[config.mk]
export PLATFORM = sky130hd
export DESIGN_NAME = if_fetch
export DESIGN_NICKNAME = d
export VERILOG_FILES = /design/src/rtl/if_fetch_pkg.sv /design/src/rtl/if_fifo.sv /design/src/rtl/if_fetch.sv
export SDC_FILE = /design/constraint.sdc
export NUM_CORES = 1
export LEC_CHECK = 0
export CAP_MARGIN = 20
export CORE_UTILIZATION = 31
export DETAILED_ROUTE_END_ITERATION = 8
export GPL_ROUTABILITY_DRIVEN = 0
export PLACE_DENSITY_LB_ADDON = 0.12
export SETUP_SLACK_MARGIN = 0.1
export SKIP_LAST_GASP = 1
export SLEW_MARGIN = 20
export SYNTH_ARGS = -nofsm -noshare
export SYNTH_HDL_FRONTEND = slang
export SYNTH_SLANG_ARGS = --single-unit
[constraint.sdc]
create_clock -name clk -period 5.25 [get_ports clk]
set_clock_uncertainty 0.15 [all_clocks]
set_input_delay 1.05 -clock clk [delete_from_list [all_inputs] [get_ports clk]]
set_output_delay 1.05 -clock clk [all_outputs]
set_load 0.005 [all_outputs]
[src/rtl/if_fetch_pkg.sv]
// Shared types and constants for the instruction-fetch stage.
// Imported by the fetch top, its FIFO and the bench.
package if_fetch_pkg;

    localparam logic [31:0] RESET_PC_DEF = 32'h8000_0000;
    localparam logic [31:0] INST_NOP     = 32'h0000_0013;

    typedef struct packed {
        logic [31:0] pc;
        logic [31:0] inst;
    } if_id_t;

    function automatic logic [31:0] word_align(input logic [31:0] a);
        return {a[31:2], 2'b00};
    endfunction

endpackage

[src/rtl/if_fifo.sv]
// Small in-order FIFO with synchronous flush.
// Used for the instruction buffer and the request tag queue.
module if_fifo #(
    parameter  int W     = 32,
    parameter  int DEPTH = 2,
    localparam int CW    = $clog2(DEPTH + 1)
) (
    input  logic          clk,
    input  logic          rst,
    input  logic          flush,
    input  logic          push,
    input  logic [W-1:0]  push_data,
    input  logic          pop,
    output logic [W-1:0]  head,
    output logic          empty,
    output logic [CW-1:0] count
);

    localparam int AW = (DEPTH > 1) ? $clog2(DEPTH) : 1;

    logic [W-1:0]  mem [DEPTH];
    logic [AW-1:0] rd_ptr;
    logic [AW-1:0] wr_ptr;
    logic          full;
    logic          do_push;
    logic          do_pop;

    function automatic logic [AW-1:0] inc(input logic [AW-1:0] p);
        return (p == AW'(DEPTH - 1)) ? '0 : p + AW'(1);
    endfunction

    assign empty   = (count == '0);
    assign full    = (count == CW'(DEPTH));
    assign do_pop  = pop & ~empty;
    // A pop frees the slot the same cycle, so push at full is allowed then
    assign do_push = push & (~full | do_pop);
    assign head    = mem[rd_ptr];

    always_ff @(posedge clk or negedge rst) begin
        if (!rst) begin
            rd_ptr <= '0;
            wr_ptr <= '0;
            count  <= '0;
            for (int i = 0; i < DEPTH; i++) begin
                mem[i] <= '0;
            end
        end else if (flush) begin
            rd_ptr <= '0;
            wr_ptr <= '0;
            count  <= '0;
        end else begin
            if (do_push) begin
                mem[wr_ptr] <= push_data;
                wr_ptr      <= inc(wr_ptr);
            end
            if (do_pop) begin
                rd_ptr <= inc(rd_ptr);
            end
            count <= count + CW'(do_push) - CW'(do_pop);
        end
    end

    assert property (@(posedge clk) disable iff (!rst)
        count <= CW'(DEPTH));

endmodule

[src/rtl/if_fetch.sv]
// Instruction fetch: owns the fetch PC, issues word requests and
// buffers responses for ID; EX redirects flush and drop in-flight work.
module if_fetch
    import if_fetch_pkg::*;
#(
    parameter logic [31:0] RESET_PC        = RESET_PC_DEF,
    parameter int          FIFO_DEPTH      = 2,
    parameter int          MAX_OUTSTANDING = 2
) (
    input  logic        clk,
    input  logic        rst,
    output logic        valid,
    input  logic        ID_ready,
    output logic [31:0] pc,
    output logic [31:0] inst,
    input  logic        redirect_valid,
    input  logic [31:0] redirect_pc,
    output logic        imem_req_valid,
    input  logic        imem_req_ready,
    output logic [31:0] imem_req_addr,
    input  logic        imem_rsp_valid,
    input  logic [31:0] imem_rsp_data
);

    localparam int OW = $clog2(MAX_OUTSTANDING + 1);
    localparam int FW = $clog2(FIFO_DEPTH + 1);

    logic [31:0]   fetch_pc;
    logic [OW-1:0] outstanding;
    logic [OW-1:0] drop_cnt;
    logic [OW-1:0] out_nxt;
    logic          run;
    logic          req_fire;
    logic          rsp_fire;
    logic          pop;
    logic          keep;
    logic [31:0]   kept;
    logic [FW-1:0] fifo_count;
    logic          fifo_empty;
    if_id_t        fifo_head;
    if_id_t        fifo_in;
    logic [31:0]   tag_head;
    logic          tag_empty;
    logic [OW-1:0] tag_count;

    assign req_fire = imem_req_valid & imem_req_ready;
    assign rsp_fire = imem_rsp_valid;
    assign pop      = valid & ID_ready;
    assign keep     = rsp_fire & (drop_cnt == '0) & ~redirect_valid;
    assign out_nxt  = outstanding + OW'(req_fire) - OW'(rsp_fire);

    // Credit: every response we intend to keep already owns a FIFO slot
    assign kept = 32'(outstanding) - 32'(drop_cnt) + 32'(fifo_count);

    assign imem_req_valid = run
                          & (outstanding < OW'(MAX_OUTSTANDING))
                          & (kept < 32'(FIFO_DEPTH));
    assign imem_req_addr  = fetch_pc;

    assign valid   = ~fifo_empty;
    assign pc      = fifo_head.pc;
    assign inst    = fifo_head.inst;
    assign fifo_in = '{pc: tag_head, inst: imem_rsp_data};

    always_ff @(posedge clk or negedge rst) begin
        if (!rst) begin
            run         <= 1'b0;
            fetch_pc    <= RESET_PC;
            outstanding <= '0;
            drop_cnt    <= '0;
        end else begin
            run         <= 1'b1;
            outstanding <= out_nxt;
            if (redirect_valid) begin
                fetch_pc <= word_align(redirect_pc);
                drop_cnt <= out_nxt;
            end else begin
                if (req_fire) begin
                    fetch_pc <= fetch_pc + 32'd4;
                end
                if (rsp_fire && drop_cnt != '0) begin
                    drop_cnt <= drop_cnt - OW'(1);
                end
            end
        end
    end

    if_fifo #(
        .W     ($bits(if_id_t)),
        .DEPTH (FIFO_DEPTH)
    ) u_buf (
        .clk       (clk),
        .rst       (rst),
        .flush     (redirect_valid),
        .push      (keep),
        .push_data (fifo_in),
        .pop       (pop & ~redirect_valid),
        .head      (fifo_head),
        .empty     (fifo_empty),
        .count     (fifo_count)
    );

    if_fifo #(
        .W     (32),
        .DEPTH (MAX_OUTSTANDING)
    ) u_tag (
        .clk       (clk),
        .rst       (rst),
        .flush     (1'b0),
        .push      (req_fire),
        .push_data (fetch_pc),
        .pop       (rsp_fire),
        .head      (tag_head),
        .empty     (tag_empty),
        .count     (tag_count)
    );

    assert property (@(posedge clk) disable iff (!rst)
        drop_cnt <= outstanding && outstanding <= OW'(MAX_OUTSTANDING));
    assert property (@(posedge clk) disable iff (!rst)
        !(rsp_fire && outstanding == '0));
    assert property (@(posedge clk) disable iff (!rst)
        tag_count == outstanding && tag_empty == (outstanding == '0));

endmodule

Word-level counts from Yosys, hierarchy flattened
Cells that the tools add are included.

word-level totals
  register bits after elaboration = 237
  input port bits = 70
  logic and storage cells = 97

cells by class
  add/sub/neg operators = 14
  magnitude comparators = 8
  eq/ne operators = 2
  muxes and demuxes = 25
  bitwise gates (word level) = 22
  reduce and logical (&&, ||, !) cells = 12

operators with widths
  operator                 count
  $mux W64                 4
  $mux W32                 6
  $bwmux W128              1
  $bwmux W64               1
  $demux W64 S1            1
  $add A32 B3 Y32 const B  1
  $demux W32 S1            1
  $lt A32 B2 Y1 const B    1
  $and A1 B1 Y1            11
  $reduce_bool A2 Y1       5
  $ge A2 B2 Y1 const B     4
  $mux W1                  8
  $not A1 Y2               4
  $add A2 B1 Y2            3
  $logic_not A2 Y1         3
  $mux W2                  3
  $sub A2 B1 Y2            3
  $not A1 Y1               5
  $add A1 B1 Y1 const B    4
  $add A3 B3 Y4            1
  $eq A2 B2 Y1 const B     2
  $lt A2 B1 Y1 const B     2
  $logic_and A1 B1 Y1      3
  $sub A2 B2 Y3            1
  other kinds (4)          5

Longest topological paths before layout
Gate-level depths: netlist of the first run.

  depth in word-level cells = 10
  gate-level depth with buffers = 17

Modules after synthesis
From an unflattened synthesis of the first run, not the netlist that was laid out.

second synthesis, totals
  cells, all modules = 807
  area, all modules = 11,352.1 µm²

by module, submodules not included
  module           instances  cells an instance  area an instance (µm²)  seq. area each (µm²)
  if_fifo (u_buf)  1          364                5,973.2                 3,303.2
  if_fifo (u_tag)  1          194                3,100.5                 1,701.6
  if_fetch         1          249                2,278.4                 877.1

Least setup slack after synthesis of the first run
OpenSTA, ideal clock, no wires.

  path type = flip-flop to flip-flop
  from = reg outstanding[0]
  to = reg drop_cnt[1]
  setup time = 136 ps
  arrival time = 3,114 ps
  data required time = 4,964 ps
  slack = 1,850 ps
  cell stages (with the launch flop) = 17
  buffers on the path = 0
  cell sequence = dfrtp_1 -> inv_1 -> ha_1 -> fa_1 -> inv_1 -> fa_1 -> and4bb_1 -> nand2_2 -> nor2_1 -> inv_1 -> ha_1 -> inv_1 -> ha_1 -> xnor2_1 -> xnor2_1 -> nand2_1 -> o21ai_0

on the way
  cells in the longest elaborated chain, start to end = 8
  elaborated cells on any way between the ends = 10
  classes of those cells = 4 x add/sub; 2 x order compare; 1 x mux; 3 x bitwise

ends and longest elaborated chain
  what                      RTL line        RTL
  start: declaration        if_fetch.sv:29  logic [OW-1:0] outstanding;
  start signal: assignment  if_fetch.sv:73  outstanding <= out_nxt;
  $sub A2 B2 Y3             if_fetch.sv:53  assign kept = 32'(outstanding) - 32'(drop_cnt) + 32'(fifo_count);
  $add A3 B3 Y4             if_fetch.sv:53
  $lt A32 B2 Y1             if_fetch.sv:57  & (kept < 32'(FIFO_DEPTH));
  $and A1 B1 Y1             if_fetch.sv:57
  $and A1 B1 Y1             if_fetch.sv:46  assign req_fire = imem_req_valid & imem_req_ready;
  $add A2 B1 Y2 (*)         if_fetch.sv:50  assign out_nxt = outstanding + OW'(req_fire) - OW'(rsp_fire);
  $sub A2 B1 Y2 (*)         if_fetch.sv:50
  named net out_nxt[1]      if_fetch.sv:31  logic [OW-1:0] out_nxt;
  $mux W2 (*)               if_fetch.sv:74  if (redirect_valid) begin
  end signal: assignment    if_fetch.sv:76  drop_cnt <= out_nxt;
  end signal: assignment    if_fetch.sv:82  drop_cnt <= drop_cnt - OW'(1);
  end: declaration          if_fetch.sv:30  logic [OW-1:0] drop_cnt;

The timed path passes the listed nets; every way through them passes the cells marked *.
A chain may end at the register's enable or synchronous reset.

Final worst setup path of the first run
  from = reg outstanding[0]
  to = out imem_req_valid

on the way
  cells in the longest elaborated chain, start to end = 4
  elaborated cells on any way between the ends = 6
  classes of those cells = 2 x add/sub; 2 x order compare; 2 x bitwise

ends and longest elaborated chain
  what               RTL line        RTL
  $sub A2 B2 Y3      if_fetch.sv:53
  $add A3 B3 Y4      if_fetch.sv:53
  $lt A32 B2 Y1      if_fetch.sv:57
  $and A1 B1 Y1 (*)  if_fetch.sv:57
  end: declaration   if_fetch.sv:18  output logic imem_req_valid,

Mark *: on every way between the ends. The rest lies on a longest branch, timed or not.

==> results of run 1 <==
-- state kept, by name (all words and copies together) (netlist names), 2 cells and up --
signal         count
u_tag.count        2
u_buf.count        2
u_buf.mem        124
outstanding        2
u_tag.mem         60
drop_cnt           2
imem_req_addr     30
-- power groups by stage --
stage | Sequential [mW] | Combinational (mW) | Clock, mW
after global routing | 2.99 | 2.78 | 1.98
after CTS | 2.89 | 2.56 | 1.90
after floorplan | 2.71 | 1.59 | 0
after global placement | 2.90 | 2.53 | 0
final | 2.88 | 2.51 | 1.83
after detailed placement | 2.92 | 2.55 | 0
-- layout make-up --
cell class	count	area (um^2)	area share, %
sequential	227	5680	42.1
multi-input combinational	549	4580	33.9
timing repair buffer	172	1730	12.8
clock buffer	42	855	6.34
tap	448	561	4.16
inverter	15	56.3	0.417
clock inverter	3	21.3	0.158
-- per-layer routing --
layer | vias to the layer above | track usage, %
li1 | 3240 | -
met1 | 3250 | 21.5
met2 | 147 | 21.8
met3 | 32 | 2.75
met4 | 0 | 3.75
met5 | - | 0
-- cell families after synthesis --
group                      share of synthesized area, %
AOI/OAI and AO/OA                                  5.02
DFF                                                53.7
xor gates and xnor gates                           3.30
and+or+nand+nor                                    8.78
other                                            0.0710
buffers and inverters                              3.28
muxes                                              24.2
adders and majority gates                          1.56
-- critical path, stage by stage (launching register included) --
cell and delay (ns):
dfrtp_1 0.35, inv_1 0.05, ha_1 0.20, fa_1 0.47
inv_1 0.06, ha_1 0.26, and3b_1 0.32, o211ai_1 0.11
o21ai_0 0.08, and3_1 0.20, clkdlybuf4s50_1 0.51
-- Yosys cell counts (13+ instances only) --
master and number:
inv_1 15, o21ai_0 47, clkbuf_1 20, dfrtp_1 226, mux2i_1 31, mux2_4 30
mux2_2 159, buf_2 16, xnor2_1 28, nor4_2 13, nor2_1 40, a21oi_1 31
nand2_1 68
-- metrics by stage --
stage | power [mW] | hold WS, ns | setup slack [ns] | area [um^2] | utilization [%]
CTS | 7.36 | 0.327 | 0.835 | 13500 | 40.2
finish | 7.22 | 0.322 | 0.888 | 13500 | 40.2
global route | 7.75 | 0.358 | 0.679 | 13500 | 40.2
floorplan | 4.30 | 0.294 | 1.85 | 10600 | -
global placement | 5.42 | 0.307 | 1.40 | 12600 | 37.6
detailed placement | 5.47 | 0.314 | 1.39 | 12600 | 37.6
-- path summary, 6_finish.rpt --
kind                                            from                    endpoint  slack, ns  cells after the start
max                         outstanding[0]$_DFF_PN0_              imem_req_valid       0.89                     10
min                        u_buf.mem[60]$_DFFE_PN0P_   u_buf.mem[60]$_DFFE_PN0P_       0.32                      2
min in group asynchronous                        rst   u_buf.mem[89]$_DFFE_PN0P_       0.37                      1
max reg2reg                 outstanding[0]$_DFF_PN0_   u_tag.mem[17]$_DFFE_PN0P_       1.47                     11
max in group asynchronous                        rst  u_buf.mem[116]$_DFFE_PN0P_       3.51                      2
min reg2reg                u_buf.mem[60]$_DFFE_PN0P_   u_buf.mem[60]$_DFFE_PN0P_       0.32                      2
-- cell usage in the layout, fill, tap and decap left out, types with 29 or more instances in the layout --
master,instances
clkdlybuf4s50_1,159
clkbuf_16,29
nor2_1,40
mux2i_1,31
mux2_2,159
dfrtp_1,224
nand2_1,67
o21ai_0,47
mux2_4,30
a21oi_1,31
==> results.cfg, run 1 <==
[drt]
highest_layer = met4
wirelength_mm = 24.6
wire_per_inst_um = 16.9
vias = 6669
drtIter0Drc = 271
drc = 0
routed_via_density = 4.58
m1WireLength_mm = 12.4
wl_met3_mm = 1.14
ant_nets = 0
route.met2.wl_mm = 10.5
drtPass1Iterations = 5

[sta]
hold_violations = 0
min_period_ns = 4.36
fmax_ghz = 0.229
final.setup.tns_ns = 0
finalSetupViolCount = 0
slew_headroom_pct = 30.0
timing.final.max_slew_violations = 0
worst_slew_pin_slew_ns = 1.05
post-route-period-util_pct = 83.1
rsz0062_at_grt = no

[placement]
port_buffers = 161
dp_hpwl_mm = 15.7
placed_cells = 1411

[synth]
post-synth-top-area-cell = dfrtp_1
async_reset_ff_share_pct = 100
synth-seq-cells = 227
synth_edf_count = 0
synth_area_leaders = dfrtp_1 53%, mux2_2 17%, mux2_4 4.3%
syn_avg_cell_area_um2 = 12.6
ys.flop_type = dfrtp_1
synth_top_cell_area_share_pct = 53.5
syn_inst = 842
synth.yosys.seq_area_share_pct = 53.7
syn-cell-area_um2 = 10600
synth_warnings = 0
ys_types = 50

[worst_setup_path]
path_class = flop to output port
worst_ep_required_time_ns = 4.05
cp_max_fo = 7
cp-start-kind = flop
crit_arrival_ns = 3.16
end_kind = output port

[global_routing]
grt_pass1_vias = 7033
grt_overflow = 0
grt_max_degree = 113
grt_usage_pct = 14.6
grt_first_pass_wirelength_mm = 40.7
antenna_found_initial = 0

[power]
switching_share_pct = 29.5
power_density_nw_per_um2 = 535
intPower_mw = 5.09
p_leak_nw = 5.87
p_sw_mw = 2.13
power_frac_seq_pct = 39.9
clkPwrFrac_pct = 25.4
power_frac_comb_pct = 34.7
vdd_drop_max_mv = 0.271

[floorplan]
num_rows = 67
ios = 168
start_util_pct = 31.5
die_h_um = 187
die_x_um = 187
dieArea_um2 = 34800
design.core.area_um2 = 33500

[cts]
clkSinkCount = 227
cts_tree = yes
clock_path_buffers = 3
clk_pin_slew_ns = 0.06
numCtsBuffers = 28
clk_latency_ns = 0.54
postCtsSetupBuffers = 0
cts_root_buffer = clkbuf_16
cts-htree-levels = 1
cts_hold_buf = 0
post_cts_resized = 0

[outcome]
status = complete, no violations

[layout]
synthToLayoutAreaGrowth_pct = 27.6
antenna_cells = 0
fillCellCount = 3243
final_nets = 1075
fin_cells = 1456
layout-drive-gt1-share_pct = 27.2

[flow_run]
maxCapViolCount = 0

[worst_hold_path]
hold_class = flop to flop
Note: power is estimated with default switching activity, not from simulation.
==> run 2, diff against run 1 <==
- clock period: 5.25 -> 4.2 ns (I/O delays scaled with it)
==> run 2 against run 1 <==
Net effect:
- critical path type unchanged
- critical endpoint unchanged
- core utilization increased by 0.28 points
- largest cell class unchanged
- sequential share of layout area fell by 0.29 points
- cell count grew 0.76%
- critical path depth unchanged
- hold slack got worse by 0.17 ns
- register-to-register slack lost 0.94 ns
- via count rose by 0.43%
- non-clock buffer count rose by 8
- combinational power is 26% higher
==> results.cfg, run 2 (synthesis gave the netlist of run 1 again) <==
[cts]
cts_root_buffer = clkbuf_16
numCtsBuffers = 27
clk_latency_ns = 0.54
cts_hold_buf = 0
clk_pin_slew_ns = 0.05
cts_tree = yes
clock_path_buffers = 3
cts-htree-levels = 1
clkSinkCount = 227

[global_routing]
grt_overflow = 0
grt_usage_pct = 14.5
grt_pass1_vias = 6987
grt_first_pass_wirelength_mm = 40.5
antenna_found_initial = 0
grt_max_degree = 93

[drt]
vias = 6698
wire_per_inst_um = 16.9
drc = 0
routed_via_density = 4.57
ant_nets = 0
drtIter0Drc = 210
wirelength_mm = 24.8
drtPass1Iterations = 4

[worst_hold_path]
hold_class = input port to asynchronous set/reset pin

[worst_setup_path]
end_kind = output port
path_class = flop to output port
rr_startpoint = outstanding[0]$_DFF_PN0_
reg2reg_to = drop_cnt[1]$_DFFE_PN0P_
cp_max_fo = 2
crit_arrival_ns = 2.75
cp-start-kind = flop
reg2regPathDepth = 16
worst_ep_required_time_ns = 3.21
r2r_setup_slack_ns = 0.53

[layout]
final_common_cell = dfrtp_1
top_register = u_buf.mem
antenna_cells = 0
fillCellCount = 3217
largest_reg_flops = 124
final_nets = 1082
layout-drive-gt1-share_pct = 27.9
synthToLayoutAreaGrowth_pct = 28.5
layout_common_cells = 224 x dfrtp_1, 159 x mux2_2, 158 x clkdlybuf4s50_1, 67 x nand2_1, 47 x o21ai_0

[sta]
final.setup.tns_ns = 0
fmax_ghz = 0.268
timing.final.max_slew_violations = 0
rsz0062_at_grt = no
slew_headroom_pct = 32.4
finalSetupViolCount = 0
worst_slew_pin_slew_ns = 1.01
hold_violations = 0
post-route-period-util_pct = 89.0
min_period_ns = 3.74
setup_ws_ns = 0.463

[placement]
port_buffers = 161
dp_hpwl_mm = 16.0
dp_slack_ns = 0.473

[flow_run]
maxCapViolCount = 0

[outcome]
status = complete, no violations

[floorplan]
num_rows = 67
die_x_um = 187
start_util_pct = 31.5
ios = 168
dieArea_um2 = 34800
design.core.area_um2 = 33500
die_h_um = 187

[power]
vdd_drop_max_mv = 0.306
power_density_nw_per_um2 = 669
p_leak_nw = 5.94
==> run 2: cell types whose count changed in the layout (fill, tap and decap cells not counted), sizes merged <==
cell           delta
buf               +8
bufinv            +2
clkinv            +2
clkbuf            -1
clkdlybuf4s50     -1
dlymetal6s2s      +1
==> run 2: worst max-delay path, cell delays in order, from the launching register on <==
cell and delay [ns]:
dfrtp_1 0.36, inv_1 0.05, ha_1 0.20, fa_1 0.47
inv_1 0.07, ha_1 0.26, and3b_2 0.22, o211ai_1 0.14
o21ai_0 0.10, and3_1 0.20, dlymetal6s2s_1 0.16
==> run 2: worst max path at each step <==
stage | startpoint | endpoint | slack (ns) | depth (start not counted)
6_report | outstanding[0]$_DFF_PN0_ | imem_req_valid | 0.46 | 10
5_1_grt | outstanding[0]$_DFF_PN0_ | drop_cnt[1]$_DFFE_PN0P_ | 0.19 | 16
4_1_cts | outstanding[0]$_DFF_PN0_ | imem_req_valid | 0.12 | 8
3_5_place_dp | outstanding[0]$_DFF_PN0_ | drop_cnt[1]$_DFFE_PN0P_ | 0.47 | 16
3_3_place_gp | outstanding[0]$_DFF_PN0_ | drop_cnt[1]$_DFFE_PN0P_ | 0.49 | 16
2_1_floorplan | outstanding[0]$_DFF_PN0_ | drop_cnt[1]$_DFFE_PN0P_ | 0.80 | 16
==> run 2: cell type report <==
| cell class | count | area (um^2) | share of cell area [%] |
|---|---|---|---|
| flip-flops and latches | 227 | 5680 | 41.9 |
| multi-input cells | 549 | 4580 | 33.7 |
| repair buffers | 180 | 1820 | 13.4 |
| clock buffers | 41 | 788 | 5.80 |
| well taps | 448 | 561 | 4.13 |
| clock inverters | 7 | 88.8 | 0.654 |
| inverters | 15 | 56.3 | 0.415 |
==> run 2: metal layers <==
metal  vias to the layer above  wire length [um]  track usage [%]
met4                         0               380             3.31
met3                        28              1090             2.41
li1                       3248                 -                -
met2                       153             10600             21.4
met1                      3269             12700             21.9
met5                         -                 0                0
==> run 2: power breakdown <==
part	internal [mW]	leakage, nW	switching [mW]
combinational	1.97	2.63	1.20
clock	1.41	0.434	0.901
sequential	3.03	2.88	0.578
==> run 2: stage by stage <==
step	hold slack, ns	area (um^2)	power (mW)	instances	utilization (%)
6_report	0.148	13600	9.09	1467	40.5
5_1_grt	0.188	13600	9.71	1467	40.5
4_1_cts	0.177	13600	9.26	1467	40.5
3_3_place_gp	0.306	12700	6.80	1418	37.8
3_5_place_dp	0.314	12700	6.86	1418	37.8
2_1_floorplan	0.294	10600	5.37	845	-
==> run 2: repair_timing <==
item,CTS,global route
setup endpoints to repair,1,1
gates resized for setup,1,2
endpoints found under the hold margin,0,0
pin swaps,0,0
buffers inserted,1,0
